===== config.mk =====
export PLATFORM = sky130hd
export DESIGN_NAME = uart_rx_flat
export DESIGN_NICKNAME = d
export VERILOG_FILES = /design/src/rtl/uart_rx_if.sv /design/src/rtl/uart_rx.sv /design/src/flat_wrapper.sv
export SDC_FILE = /design/constraint.sdc
export NUM_CORES = 1
export LEC_CHECK = 0
export ABC_AREA = 1
export CORE_MARGIN = 5
export CORE_UTILIZATION = 35
export DETAILED_ROUTE_END_ITERATION = 6
export PLACE_DENSITY = 0.56
export SLEW_MARGIN = 25
export SYNTH_ARGS = -nofsm -noshare
export SYNTH_HDL_FRONTEND = slang
export SYNTH_SLANG_ARGS = --single-unit

===== constraint.sdc =====
create_clock -name clk -period 1.4 [get_ports clk]
set_input_delay 0.21 -clock clk [delete_from_list [all_inputs] [get_ports clk]]
set_output_delay 0.21 -clock clk [all_outputs]
set_load 0.005 [all_outputs]

===== src/rtl/uart_rx_if.sv =====
// uart_rx_if: serial line, frame configuration and receive results of uart_rx.
// The master drives the line and configuration; the slave (receiver) returns results.
interface uart_rx_if #(
    parameter int WIDTH = 8
);
    logic             RX_IN;
    logic             PAR_EN;
    logic             PAR_TYP;
    logic [WIDTH-1:0] P_DATA;
    logic             data_valid;
    logic             par_err;
    logic             stp_err;
    logic             busy;

    modport master (
        output RX_IN, PAR_EN, PAR_TYP,
        input  P_DATA, data_valid, par_err, stp_err, busy
    );

    modport slave (
        input  RX_IN, PAR_EN, PAR_TYP,
        output P_DATA, data_valid, par_err, stp_err, busy
    );
endinterface


===== src/rtl/uart_rx.sv =====
// uart_rx: oversampling UART receiver with 3-sample majority vote, optional parity
// and one-cycle data_valid / par_err / stp_err pulses.
module uart_rx #(
    parameter int WIDTH    = 8,
    parameter int PRESCALE = 8
) (
    input logic      clk,
    input logic      rst,
    uart_rx_if.slave bus
);
    localparam int MID = PRESCALE / 2;
    localparam int CW  = $clog2(PRESCALE);
    localparam int BW  = (WIDTH > 1) ? $clog2(WIDTH) : 1;
    localparam logic [CW-1:0] L_S0   = CW'(MID - 1);
    localparam logic [CW-1:0] L_S1   = CW'(MID);
    localparam logic [CW-1:0] L_S2   = CW'(MID + 1);
    localparam logic [CW-1:0] L_WRAP = CW'(PRESCALE - 1);
    localparam logic [BW-1:0] L_LAST = BW'(WIDTH - 1);

    typedef enum logic [2:0] {IDLE, START, DATA, PARITY, STOP} state_t;

    state_t           r_state, w_next;
    logic             r_sync1, r_sync2, r_prev;
    logic [2:0]       r_warm;
    logic [CW-1:0]    r_edge_cnt;
    logic [BW-1:0]    r_bit_cnt;
    logic [WIDTH-1:0] r_shift, r_p_data;
    logic             r_s0, r_s1;
    logic             r_par_en, r_par_typ, r_par_flag;
    logic             r_dv, r_pe, r_se;
    logic             w_rx_s, w_fall, w_sample, w_wrap, w_vote, w_par_exp;
    logic             w_done, w_dv_n, w_pe_n, w_se_n;

    assign w_rx_s    = r_sync2;
    // r_warm keeps reset-value flops from faking a falling edge when the line is already low
    assign w_fall    = r_warm[2] & r_prev & ~w_rx_s;
    assign w_sample  = r_edge_cnt == L_S2;
    assign w_wrap    = r_edge_cnt == L_WRAP;
    assign w_vote    = (r_s0 & r_s1) | (r_s0 & w_rx_s) | (r_s1 & w_rx_s);
    assign w_par_exp = ^r_shift ^ r_par_typ;

    assign bus.P_DATA     = r_p_data;
    assign bus.data_valid = r_dv;
    assign bus.par_err    = r_pe;
    assign bus.stp_err    = r_se;
    assign bus.busy       = r_state != IDLE;

    always_ff @(posedge clk or negedge rst) begin
        if (!rst) begin
            r_sync1 <= 1'b1;
            r_sync2 <= 1'b1;
            r_prev  <= 1'b1;
            r_warm  <= '0;
        end else begin
            r_sync1 <= bus.RX_IN;
            r_sync2 <= r_sync1;
            r_prev  <= r_sync2;
            r_warm  <= {r_warm[1:0], 1'b1};
        end
    end

    always_ff @(posedge clk or negedge rst) begin
        if (!rst) r_state <= IDLE;
        else      r_state <= w_next;
    end

    // The stop decision uses the live third sample so the pulse lands as busy drops
    always_comb begin
        w_next = r_state;
        w_done = 1'b0;
        case (r_state)
            IDLE:    w_next = w_fall ? START : IDLE;
            START:   w_next = (w_sample && w_vote) ? IDLE : (w_wrap ? DATA : START);
            DATA:    w_next = (w_wrap && r_bit_cnt == L_LAST) ? (r_par_en ? PARITY : STOP) : DATA;
            PARITY:  w_next = w_wrap ? STOP : PARITY;
            STOP: begin
                w_next = w_sample ? IDLE : STOP;
                w_done = w_sample;
            end
            default: w_next = IDLE;
        endcase
        w_se_n = w_done & ~w_vote;
        w_pe_n = w_done & w_vote & r_par_flag;
        w_dv_n = w_done & w_vote & ~r_par_flag;
    end

    always_ff @(posedge clk or negedge rst) begin
        if (!rst) begin
            r_edge_cnt <= '0;
            r_bit_cnt  <= '0;
            r_shift    <= '0;
            r_p_data   <= '0;
            r_s0       <= 1'b0;
            r_s1       <= 1'b0;
            r_par_en   <= 1'b0;
            r_par_typ  <= 1'b0;
            r_par_flag <= 1'b0;
            r_dv       <= 1'b0;
            r_pe       <= 1'b0;
            r_se       <= 1'b0;
        end else begin
            r_dv <= w_dv_n;
            r_pe <= w_pe_n;
            r_se <= w_se_n;
            if (w_dv_n) r_p_data <= r_shift;
            r_edge_cnt <= (r_state == IDLE || w_wrap) ? '0 : r_edge_cnt + 1'b1;
            if (r_edge_cnt == L_S0) r_s0 <= w_rx_s;
            if (r_edge_cnt == L_S1) r_s1 <= w_rx_s;
            if (r_state == IDLE && w_fall) begin
                r_par_en   <= bus.PAR_EN;
                r_par_typ  <= bus.PAR_TYP;
                r_par_flag <= 1'b0;
            end
            if (r_state == DATA && w_sample) r_shift <= WIDTH'({w_vote, r_shift} >> 1);
            if (r_state == DATA && w_wrap) r_bit_cnt <= (r_bit_cnt == L_LAST) ? '0 : r_bit_cnt + 1'b1;
            if (r_state == PARITY && w_sample && w_vote != w_par_exp) r_par_flag <= 1'b1;
        end
    end
endmodule


===== src/flat_wrapper.sv =====
// flat-port wrapper written by rule: the top's interface ports become plain ports
module uart_rx_flat 
#(
    parameter int WIDTH    = 8,
    parameter int PRESCALE = 8
)
  (clk, rst, bus_RX_IN, bus_PAR_EN, bus_PAR_TYP, bus_P_DATA, bus_data_valid, bus_par_err, bus_stp_err, bus_busy);
  uart_rx_if #(.WIDTH(WIDTH)) bus_i ();
  input logic clk;
  input logic rst;
  input wire logic [$bits(bus_i.RX_IN)-1:0] bus_RX_IN;
  input wire logic [$bits(bus_i.PAR_EN)-1:0] bus_PAR_EN;
  input wire logic [$bits(bus_i.PAR_TYP)-1:0] bus_PAR_TYP;
  output wire logic [$bits(bus_i.P_DATA)-1:0] bus_P_DATA;
  output wire logic [$bits(bus_i.data_valid)-1:0] bus_data_valid;
  output wire logic [$bits(bus_i.par_err)-1:0] bus_par_err;
  output wire logic [$bits(bus_i.stp_err)-1:0] bus_stp_err;
  output wire logic [$bits(bus_i.busy)-1:0] bus_busy;
  assign bus_i.RX_IN = bus_RX_IN;
  assign bus_i.PAR_EN = bus_PAR_EN;
  assign bus_i.PAR_TYP = bus_PAR_TYP;
  assign bus_P_DATA = bus_i.P_DATA;
  assign bus_data_valid = bus_i.data_valid;
  assign bus_par_err = bus_i.par_err;
  assign bus_stp_err = bus_i.stp_err;
  assign bus_busy = bus_i.busy;
  uart_rx #(.WIDTH(WIDTH), .PRESCALE(PRESCALE)) u_core (.clk(clk), .rst(rst), .bus(bus_i));
endmodule

==> flow_metrics.env <==
export IMPL_synthFlopType="dfrtp_1"
export IMPL_drv_cap=0
export IMPL_worst_path_max_fanout=7
export IMPL_outcome="finished, violations left"
export IMPL_antenna_found_initial=0
export IMPL_synth_avg_cell_area_um2=9.387
export IMPL_rsz0062_at_grt="yes"
export IMPL_viasPerCell=4.505
export IMPL_ant_nets=0
export IMPL_hp_class="in -> reg"
export IMPL_nets=260
export IMPL_totalWireLength_mm=3.658
export IMPL_finish_utilization_pct=48.15
export IMPL_slowest_stage="dfstp_2"
export IMPL_reg2reg_slack_ps=-50
export IMPL_dieWidth_um=83.06
export IMPL_io_buffer_count=16
export IMPL_ys_top_cells_by_area="dfrtp_1 (48%), nand2_1 (13%), ha_1 (4.7%), dfstp_2 (4.2%), inv_1 (4.2%)"
export IMPL_drcViolationCount=0
export IMPL_grt_max_degree=20
export IMPL_power_density_nw_per_um2=1269
export IMPL_synth_edf_count=0
export IMPL_netlist_area_leader_share_pct=48.23
export IMPL_grt_pass1_wl_mm=6.203
export IMPL_cts_htree_levels=2
export IMPL_drtIter0Drc=69
export IMPL_ys_seq_elements=39
export IMPL_wl_per_cell_um=11.47
export IMPL_fp_dieH_um=83.06
export IMPL_synth_largest_area_cell="dfrtp_1"
export IMPL_critPathLaunchType="register"
export IMPL_final_max_slew_violation_count=0
export IMPL_nFillCells=527
export IMPL_vias=1437
export IMPL_ioPinCount=17
export IMPL_fin_cells=319
export IMPL_seqCellArea_um2=979.7
export IMPL_setup_violations_final=8
export IMPL_vdd_drop_max_uv=650.6
export IMPL_cp_startpoint="u_core.r_sync2$_DFF_PN1_"
export IMPL_grt_pass1_vias=1374
export IMPL_tritoncts="built"
export IMPL_netlist_area_um2=1868
export IMPL_synth_seq_area_share_pct=52.44
export IMPL_crit_path_end="u_core.bus.P_DATA[1]$_DFFE_PN0P_"
export IMPL_r2r_end="u_core.bus.P_DATA[1]$_DFFE_PN0P_"
export IMPL_gp_congestion=0.7943
export IMPL_dr_pass1_iters=4
export IMPL_critPathRequiredTime_ps=1580
export IMPL_synth_commonest_cells="nand2_1 (64), dfrtp_1 (36), inv_1 (21)"
export IMPL_skew_ps=3.621
export IMPL_grt_use_total_pct=11.03
export IMPL_clock_latency_ps=290
export IMPL_multi_input_area_um2=818.3
export IMPL_period_share_pct=103.4
export IMPL_hold_viol=0
export IMPL_max_stage_delay_ps=540
export IMPL_die_area_um2=6898
export IMPL_period_minus_slack_ps=1447
export IMPL_cts_max_path_buffers=2
export IMPL_path_cells="inv_2, nand2_2, nand2_2, inv_2, nand4_4, nor2_8, nand2_1, o21a_1"
export IMPL_rows=26
export IMPL_start_util_pct=36.34
export IMPL_clockRootBuffer="clkbuf_8"
export IMPL_syn_num_nets=211
export IMPL_reg2reg_from="u_core.r_sync2$_DFF_PN1_"
export IMPL_drive_above_1_share_pct=28.11
export IMPL_fin_ws_ps=-47.37
export IMPL_area_growth_pct=32.48
export IMPL_n_antenna_cell=0
export IMPL_fin_setup_tns_ps=-303.2
export IMPL_async_flop_share_pct=100.0
export IMPL_clock_fmax_ghz=0.6909
export IMPL_cts_sinks=39
export IMPL_coreArea_um2=5140
export IMPL_crit_arrival_ps=1630
export IMPL_hpwl_mm=2.581
export IMPL_synthCells=199
export IMPL_overflow=0
export IMPL_critPathCaptureType="register"
export IMPL_hold_worst_slack_ps=314.5
export IMPL_leakage_nw=1.303
export IMPL_placed_cells=299
export IMPL_cts_buffers=5
export IMPL_violations="setup timing"
export IMPL_yosys_warnings=0
export IMPL_critical_path_class="reg -> reg"
export IMPL_clk_pin_slew_ps=80
export IMPL_synth_distinct_cells=34
export IMPL_yosysMostFrequentCell="nand2_1"
export IMPL_r2r_cells=8
-- worst min path at each step --
stage / start / to / slack (ps) / cells after the start
floorplan: rst / u_core.bus.P_DATA[0]$_DFFE_PN0P_ / -90 / 0
global placement: rst / u_core.bus.P_DATA[7]$_DFFE_PN0P_ / 150 / 1
detailed placement: rst / u_core.bus.P_DATA[7]$_DFFE_PN0P_ / 150 / 1
CTS: bus_RX_IN / u_core.r_sync1$_DFF_PN1_ / 300 / 1
global route: bus_RX_IN / u_core.r_sync1$_DFF_PN1_ / 300 / 1
finish: bus_RX_IN / u_core.r_sync1$_DFF_PN1_ / 310 / 1
-- through the flow --
stage               power (W)  worst slack (ps)  instance area, µm²
floorplan            0.001955            -21.88                1868
global route         0.003382            -127.1                2475
detailed placement   0.002296            -52.98                2217
finish               0.003140            -47.37                2475
global placement     0.002288            -38.59                2217
CTS                  0.003098            -52.59                2345
-- final cells by class --
cell class	count	share of cell area, %
sequential	39	39.59
multi-input combinational	134	33.06
timing repair buffer	42	15.77
inverter	26	4.247
tap	70	3.539
clock buffer	5	2.781
clock inverter	3	1.011
-- power breakdown --
part | internal, W | switching (W) | total, W
clock | 0.000356 | 0.000416 | 0.000772
combinational | 0.000445 | 0.000500 | 0.000945
sequential | 0.00128 | 0.000146 | 0.00142
-- cells by family after synthesis --
group / Yosys count / share of synthesized area (%)
adders and majority gates: 7 / 4.688
AOI/OAI and AO/OA: 24 / 7.971
DFF: 39 / 52.44
muxes: 2 / 1.206
and+or+nand+nor: 98 / 26.59
other: 1 / 0.2007
buffers and inverters: 28 / 6.899
-- cells in the final DEF (no fill, tap or decap), types with 2 or more instances in the layout --
cell,netlist,layout
o21ai_1,6,7
nand2_1,64,60
nor3_1,3,3
nand2_2,3,7
inv_1,21,17
nor2_8,2,2
clkinv_4,1,3
inv_2,4,7
nand4_1,2,2
ha_1,7,4
clkbuf_8,0,5
dfstp_2,3,3
buf_4,0,20
buf_2,0,2
o21ai_0,4,2
buf_6,1,4
nand3_1,6,6
a21oi_1,2,2
nor2_4,2,5
nor2_1,8,8
dfrtp_1,36,36
o21a_1,9,9
dlymetal6s2s_1,0,6
clkdlybuf4s50_1,0,8
ha_2,0,2
-- what timing repair did --
item / 4_1_cts / 5_1_grt
cloned: 1 / 1
endpoints found under the hold margin: 10 / 0
endpoints found under the setup margin: 13 / 34
pin swaps: 2 / 8
buffers inserted: 1 / 8
hold buffers: 1 / 0
resized for setup: 9 / 22
-- registers in the layout (all words and copies together), names as in the netlist, 3 cells and up --
register / flops
u_core.r_state: 3
u_core.r_bit_cnt: 3
u_core.r_shift: 8
u_core.bus.P_DATA: 8
u_core.r_edge_cnt: 3
u_core.r_warm: 3
-- per-layer routing --
metal | track usage, % | wire [µm] | vias up
li1 | - | - | 730
met1 | 14.42 | 1763 | 675
met2 | 16.69 | 1684 | 23
met3 | 3.168 | 120 | 9
met4 | 5.349 | 89 | 0
met5 | 0 | 0 | -
-- worst max-delay path, delay by kind of cell (launching register included) --
kind | cells | cell delay [ps]
AO/OA/AOI/OAI | 1 | 110
buffers and inverters | 2 | 120
flip-flops | 1 | 540
AND/OR/NAND/NOR | 5 | 570
(Power assumes the default switching activity.)
